[src/rtl/pipeline_block_stats_pkg.sv]
// Shared constants for the block statistics pipeline stage: FSM state
// encodings, accumulator widths and a small saturation-free add helper.
package pipeline_block_stats_pkg;

  // FSM state encodings
  localparam logic [1:0] ST_IDLE  = 2'd0;
  localparam logic [1:0] ST_ACCUM = 2'd1;
  localparam logic [1:0] ST_HOLD  = 2'd2;

  // Sample and accumulator widths; 11 bits hold 8 x 255 = 2040
  localparam int unsigned DATA_W = 8;
  localparam int unsigned SUM_W  = 11;
  localparam int unsigned IDX_W  = 4;

  // Extend an 8-bit sample and add it to the running sum
  function automatic logic [SUM_W-1:0] sum_add(input logic [SUM_W-1:0] acc,
                                               input logic [DATA_W-1:0] smp);
    sum_add = acc + {{(SUM_W-DATA_W){1'b0}}, smp};
  endfunction

endpackage

[src/rtl/pipeline_block_stats_block_minmax.sv]
// Registered running max/min tracker. load seeds both trackers with the
// sample, upd folds a sample in (ties keep the stored value), clr zeroes.
module block_minmax
  import pipeline_block_stats_pkg::*;
(
  input  logic              clk_i,
  input  logic              rst_ni,
  input  logic              clr_i,
  input  logic              load_i,
  input  logic              upd_i,
  input  logic [DATA_W-1:0] d_i,
  output logic [DATA_W-1:0] max_o,
  output logic [DATA_W-1:0] min_o
);

  logic [DATA_W-1:0] max_d, max_q;
  logic [DATA_W-1:0] min_d, min_q;

  // Next-state selection: clear beats load beats update
  always_comb begin
    max_d = max_q;
    min_d = min_q;
    if (clr_i) begin
      max_d = {DATA_W{1'b0}};
      min_d = {DATA_W{1'b0}};
    end else if (load_i) begin
      max_d = d_i;
      min_d = d_i;
    end else if (upd_i) begin
      if (d_i > max_q) begin
        max_d = d_i;
      end else begin
        max_d = max_q;
      end
      if (d_i < min_q) begin
        min_d = d_i;
      end else begin
        min_d = min_q;
      end
    end else begin
      max_d = max_q;
      min_d = min_q;
    end
  end

  // Tracker registers
  always_ff @(posedge clk_i or negedge rst_ni) begin
    if (!rst_ni) begin
      max_q <= {DATA_W{1'b0}};
      min_q <= {DATA_W{1'b0}};
    end else begin
      max_q <= max_d;
      min_q <= min_d;
    end
  end

  assign max_o = max_q;
  assign min_o = min_q;

endmodule

[src/rtl/pipeline_block_stats.sv]
// Collects BLOCK_LEN samples from an upstream stage and presents their sum,
// max and min as one result with a valid/ready handshake. Upstream is
// stalled while a result waits for the consumer.
module pipeline_block_stats
  import pipeline_block_stats_pkg::*;
#(
  parameter int unsigned BLOCK_LEN = 4
) (
  input  logic              clock,
  input  logic              reset,
  input  logic              clear,
  input  logic [DATA_W-1:0] y_in,
  input  logic              in_valid,
  output logic              in_ready,
  output logic [SUM_W-1:0]  sum_out,
  output logic [DATA_W-1:0] max_out,
  output logic [DATA_W-1:0] min_out,
  output logic [7:0]        blk_cnt,
  output logic              out_valid,
  input  logic              out_ready
);

  localparam logic [IDX_W-1:0] LAST_IDX = IDX_W'(BLOCK_LEN);

  logic [1:0]       state_d, state_q;
  logic [IDX_W-1:0] idx_d, idx_q;
  logic [SUM_W-1:0] sum_d, sum_q;
  logic [7:0]       cnt_d, cnt_q;
  logic             in_ready_q;
  logic             out_valid_q;
  logic             accept_s;
  logic             mm_clr_s;
  logic             mm_load_s;
  logic             mm_upd_s;

  // in_ready_q is only ever high outside HOLD, so this is the handshake
  assign accept_s = in_valid & in_ready_q;

  // FSM and accumulator next-state logic
  always_comb begin
    state_d   = state_q;
    idx_d     = idx_q;
    sum_d     = sum_q;
    cnt_d     = cnt_q;
    mm_clr_s  = 1'b0;
    mm_load_s = 1'b0;
    mm_upd_s  = 1'b0;
    case (state_q)
      ST_IDLE: begin
        if (clear) begin
          idx_d    = {IDX_W{1'b0}};
          sum_d    = {SUM_W{1'b0}};
          mm_clr_s = 1'b1;
        end else if (accept_s) begin
          state_d   = ST_ACCUM;
          idx_d     = {{(IDX_W-1){1'b0}}, 1'b1};
          sum_d     = sum_add({SUM_W{1'b0}}, y_in);
          mm_load_s = 1'b1;
        end else begin
          state_d = ST_IDLE;
        end
      end
      ST_ACCUM: begin
        if (clear) begin
          state_d  = ST_IDLE;
          idx_d    = {IDX_W{1'b0}};
          sum_d    = {SUM_W{1'b0}};
          mm_clr_s = 1'b1;
        end else if (accept_s) begin
          idx_d    = idx_q + {{(IDX_W-1){1'b0}}, 1'b1};
          sum_d    = sum_add(sum_q, y_in);
          mm_upd_s = 1'b1;
          if (idx_d == LAST_IDX) begin
            state_d = ST_HOLD;
          end else begin
            state_d = ST_ACCUM;
          end
        end else begin
          state_d = ST_ACCUM;
        end
      end
      ST_HOLD: begin
        // clear is deliberately ignored here: a finished result is never lost
        if (out_ready) begin
          state_d = ST_IDLE;
          idx_d   = {IDX_W{1'b0}};
          cnt_d   = cnt_q + 8'd1;
        end else begin
          state_d = ST_HOLD;
        end
      end
      default: begin
        state_d  = ST_IDLE;
        idx_d    = {IDX_W{1'b0}};
        sum_d    = {SUM_W{1'b0}};
        mm_clr_s = 1'b1;
      end
    endcase
  end

  // State, accumulator and registered handshake flags
  always_ff @(posedge clock or negedge reset) begin
    if (!reset) begin
      state_q     <= ST_IDLE;
      idx_q       <= {IDX_W{1'b0}};
      sum_q       <= {SUM_W{1'b0}};
      cnt_q       <= 8'd0;
      in_ready_q  <= 1'b1;
      out_valid_q <= 1'b0;
    end else begin
      state_q     <= state_d;
      idx_q       <= idx_d;
      sum_q       <= sum_d;
      cnt_q       <= cnt_d;
      in_ready_q  <= (state_d != ST_HOLD);
      out_valid_q <= (state_d == ST_HOLD);
    end
  end

  block_minmax u_minmax (
    .clk_i  (clock),
    .rst_ni (reset),
    .clr_i  (mm_clr_s),
    .load_i (mm_load_s),
    .upd_i  (mm_upd_s),
    .d_i    (y_in),
    .max_o  (max_out),
    .min_o  (min_out)
  );

  assign in_ready  = in_ready_q;
  assign out_valid = out_valid_q;
  assign sum_out   = sum_q;
  assign blk_cnt   = cnt_q;

endmodule

[config.mk]
export PLATFORM = sky130hd
export DESIGN_NAME = pipeline_block_stats
export DESIGN_NICKNAME = d
export VERILOG_FILES = /design/src/rtl/pipeline_block_stats_pkg.sv /design/src/rtl/pipeline_block_stats_block_minmax.sv /design/src/rtl/pipeline_block_stats.sv
export SDC_FILE = /design/constraint.sdc
export NUM_CORES = 1
export LEC_CHECK = 0
export CAP_MARGIN = 20
export CORE_MARGIN = 5
export CORE_UTILIZATION = 53
export CTS_CLUSTER_DIAMETER = 80
export DETAILED_ROUTE_END_ITERATION = 8
export GPL_TIMING_DRIVEN = 1
export MAX_ROUTING_LAYER = met4
export PLACE_DENSITY = 0.8
export SETUP_SLACK_MARGIN = 0.4
export SYNTH_ARGS = -nofsm -noshare
export SYNTH_HDL_FRONTEND = slang
export SYNTH_SLANG_ARGS = --single-unit
[constraint.sdc]
create_clock -name clock -period 2.5 [get_ports clock]
set_input_delay 0.25 -clock clock [delete_from_list [all_inputs] [get_ports clock]]
set_output_delay 0.25 -clock clock [all_outputs]
set_load 0.02 [all_outputs]
==> flow_metrics.py <==
metrics = {
    "finish": {
        "fin_cells": 430,
        "syn_to_final_growth_pct": 30.20,
        "stdcell_area_mm2": 0.003625,
        "fill_cells": 393,
        "fin_util_pct": 70.97,
        "layout-drive-gt1-share_pct": 11.94,
        "final_nets": 398,
        "diodes": 0,
    },
    "detailed_routing": {
        "wire_per_inst_um": 16.00,
        "vias_per_cell": 5.723,
        "dr.pass1.iters": 4,
        "dr_total_vias": 2461,
        "routed_wl_um": 6879,
        "drcViolationCount": 0,
        "drt_iter0_drc": 137,
        "ant_nets": 0,
    },
    "clock_network": {
        "cts_tree": "yes",
        "cts_buffers": 5,
        "root_buffer": "clkbuf_8",
        "cts_max_level": 2,
        "clock_latency_ns": 0.30,
        "cts_num_sinks": 43,
        "clock_path_buffers": 2,
        "clk_pin_slew_worst_paths_ns": 0.09,
    },
    "place": {
        "place_congestion": 0.8650,
        "placed_cells": 419,
        "post_dp_cell_area_mm2": 0.003430,
        "dp_hpwl_um": 5155,
        "port_buffers": 49,
        "place_ws_ns": 0.03527,
    },
    "timing": {
        "rsz0062_at_grt": "true",
        "fin_tns_setup_ns": 0,
        "worst_clock_skew_ns": 0.01184,
        "fin_ws_ns": 0.4095,
        "timing.fmax_mhz": 478.4,
        "finalCritPeriodShare_pct": 83.62,
        "max_slew_margin_pct": 69.08,
        "finalSetupViolCount": 0,
        "tightest_slew_ns": 0.4637,
        "min_period_ns": 2.091,
        "final_max_slew_viol_count": 0,
        "hold_viol_final": 0,
        "whs_ns": 0.2869,
    },
    "floorplanning": {
        "core_area_mm2": 0.005107,
        "rows": 26,
        "start_util_pct": 54.51,
        "die_w_um": 82.48,
        "io-pin-count": 50,
        "dieArea_mm2": 0.006802,
        "die_h_um": 82.48,
    },
    "global_route": {
        "grt_max_degree": 44,
        "grt_overflow": 0,
        "grt_pass1_vias": 2419,
        "grt_pass1_wl_um": 11230,
        "antenna_found_initial": 0,
        "track_usage_pct": 22.52,
    },
    "setup_path": {
        "reg2regPathDepth": 7,
        "path_buf_inv": 1,
        "worstSetupPathType": "in2reg",
        "path_delay_family": "compound AO/OA/AOI/OAI gates",
        "crit_top_cell": "a21oi_1",
        "critPathArrivalTime_ns": 2.32,
        "required_ns": 2.72,
        "crit_path_start_kind": "input port",
        "critical_path_depth": 7,
        "cp-end-kind": "register",
        "cp_slowest_cell": "clkdlybuf4s50_1",
        "crit_fanout": 7,
        "cp_cell_sequence": "clkdlybuf4s50_1, ha_2, a21oi_1, a211oi_1, o21ai_0, or3_1, a21oi_1",
        "slowest_delay_ns": 0.57,
    },
    "yosys": {
        "synth_fa_ha_area_share_pct": 11.96,
        "synth-main-ff-cell": "dfrtp_1",
        "yosys-mux-area-fraction_pct": 4.494,
        "ys_seq_elements": 43,
        "synth_top_family_by_area": "compound AO/OA/AOI/OAI gates",
        "ys_seq_area_share_pct": 38.70,
        "synth_most_common_cell": "dfrtp_1",
        "synth_top_area_share_pct": 37.75,
        "netlist_top_cells_count": "42 x dfrtp_1, 38 x nand2_1, 25 x a21oi_1, 25 x ha_1, 22 x inv_1",
        "synthDistinctLibCells": 49,
        "synth_area_per_cell_um2": 9.501,
        "synth_simple_gate_area_share_pct": 15.15,
        "synth_compound_area_share_pct": 20.90,
        "yosysWarnings": 0,
        "synthTopCellsByArea": "dfrtp_1 38%, ha_1 11%, nand2_1 5.1%",
        "async_flop_share_pct": 100.0,
        "synth_nets": 332,
        "syn-instance-count": 293,
        "synthXorXnorAreaFrac_pct": 4.404,
        "yosysTopAreaCell": "dfrtp_1",
        "synth_edf_count": 0,
        "netlist_area_mm2": 0.002784,
    },
    "power_and_ir_drop": {
        "total_power_mw": 2.101,
        "p_leak_nw": 1.634,
        "power_density_mw_per_mm2": 579.7,
        "worst_ir_drop_vdd_uv": 337.3,
    },
    "job": {
        "maxCapViolations": 0,
    },
    "run_status": {
        "outcome": "finished clean",
    },
    "hold_path": {
        "hold_path.class": "in2async",
    },
}
## path summary, 6_finish.rpt
check | from | to | slack [ns]
max in group asynchronous | reset | in_ready | 1.72
min in group clock | y_in[3] | u_minmax.max_o[3] | 0.45
min | reset | u_minmax.max_o[1] | 0.29
max | y_in[7] | sum_out[10] | 0.41
min reg2reg | blk_cnt[7] | blk_cnt[7] | 0.47
max reg2reg | u_minmax.min_o[2] | u_minmax.min_o[0] | 0.52
## layout make-up
cell class | instances | area (µm²) | area share (%)
clock buffers | 6 | 72.57 | 2.002
clock inverters | 2 | 60.06 | 1.657
inverters | 22 | 82.58 | 2.278
multi-input cells | 220 | 1610 | 44.43
flip-flops and latches | 43 | 1077 | 29.72
well taps | 70 | 87.58 | 2.416
repair buffers | 67 | 634.4 | 17.50
## kinds of logic after synthesis
logic type | Yosys count
AO/OA/AOI/OAI | 82
buffers and inverters | 30
flip-flops | 43
adder cells (fa/ha/maj) | 26
multiplexers | 11
XOR/XNOR | 14
AND/OR/NAND/NOR | 87
## placed cells by master, fill, tap and decap left out, drive strengths merged, types with 2 or more instances in the layout
| master | count |
|---|---|
| a211o | 8 |
| a211oi | 4 |
| a21o | 3 |
| a21oi | 26 |
| a22o | 3 |
| a31oi | 2 |
| a32o | 2 |
| and2 | 3 |
| and3 | 2 |
| buf | 18 |
| bufinv | 2 |
| clkbuf | 6 |
| clkdlybuf4s50 | 47 |
| dfrtp | 42 |
| ha | 25 |
| inv | 22 |
| mux2 | 2 |
| mux2i | 9 |
| nand2 | 38 |
| nand2b | 6 |
| nand3 | 7 |
| nand4 | 5 |
| nor2 | 15 |
| nor2b | 5 |
| nor3 | 2 |
| o211ai | 5 |
| o21ai | 19 |
| o31ai | 2 |
| xnor2 | 8 |
| xor2 | 6 |
## sequential cells by signal (all words and copies together), names as in the netlist
signal          flops
out_valid           1
idx_q               4
in_ready            1
state_q             2
sum_out            11
u_minmax.max_o      8
u_minmax.min_o      8
blk_cnt             8
## layer usage
layer	global-route usage, %	wire, µm	vias to the layer above
met5	-	0	-
met4	9.967	146	0
met3	4.447	388	20
met2	36.38	3331	89
met1	27.31	3012	1175
li1	-	-	1177
## where the power goes
part | internal, mW | total [mW] | switching [mW]
clock network | 0.399 | 0.646 | 0.247
logic | 0.296 | 0.637 | 0.342
registers | 0.756 | 0.817 | 0.0615
total | 1.45 | 2.10 | 0.650
## what timing repair did
| item | in CTS | in global routing |
|---|---|---|
| cloned | 0 | 0 |
| pin swaps | 0 | 1 |
| hold buffers | 0 | 1 |
| buffers inserted | 0 | 1 |
| gates resized for setup | 3 | 4 |
| endpoints found under the setup margin | 2 | 13 |
| hold endpoints to repair | 0 | 10 |
No activity file was read; power rests on OpenSTA's default activity.
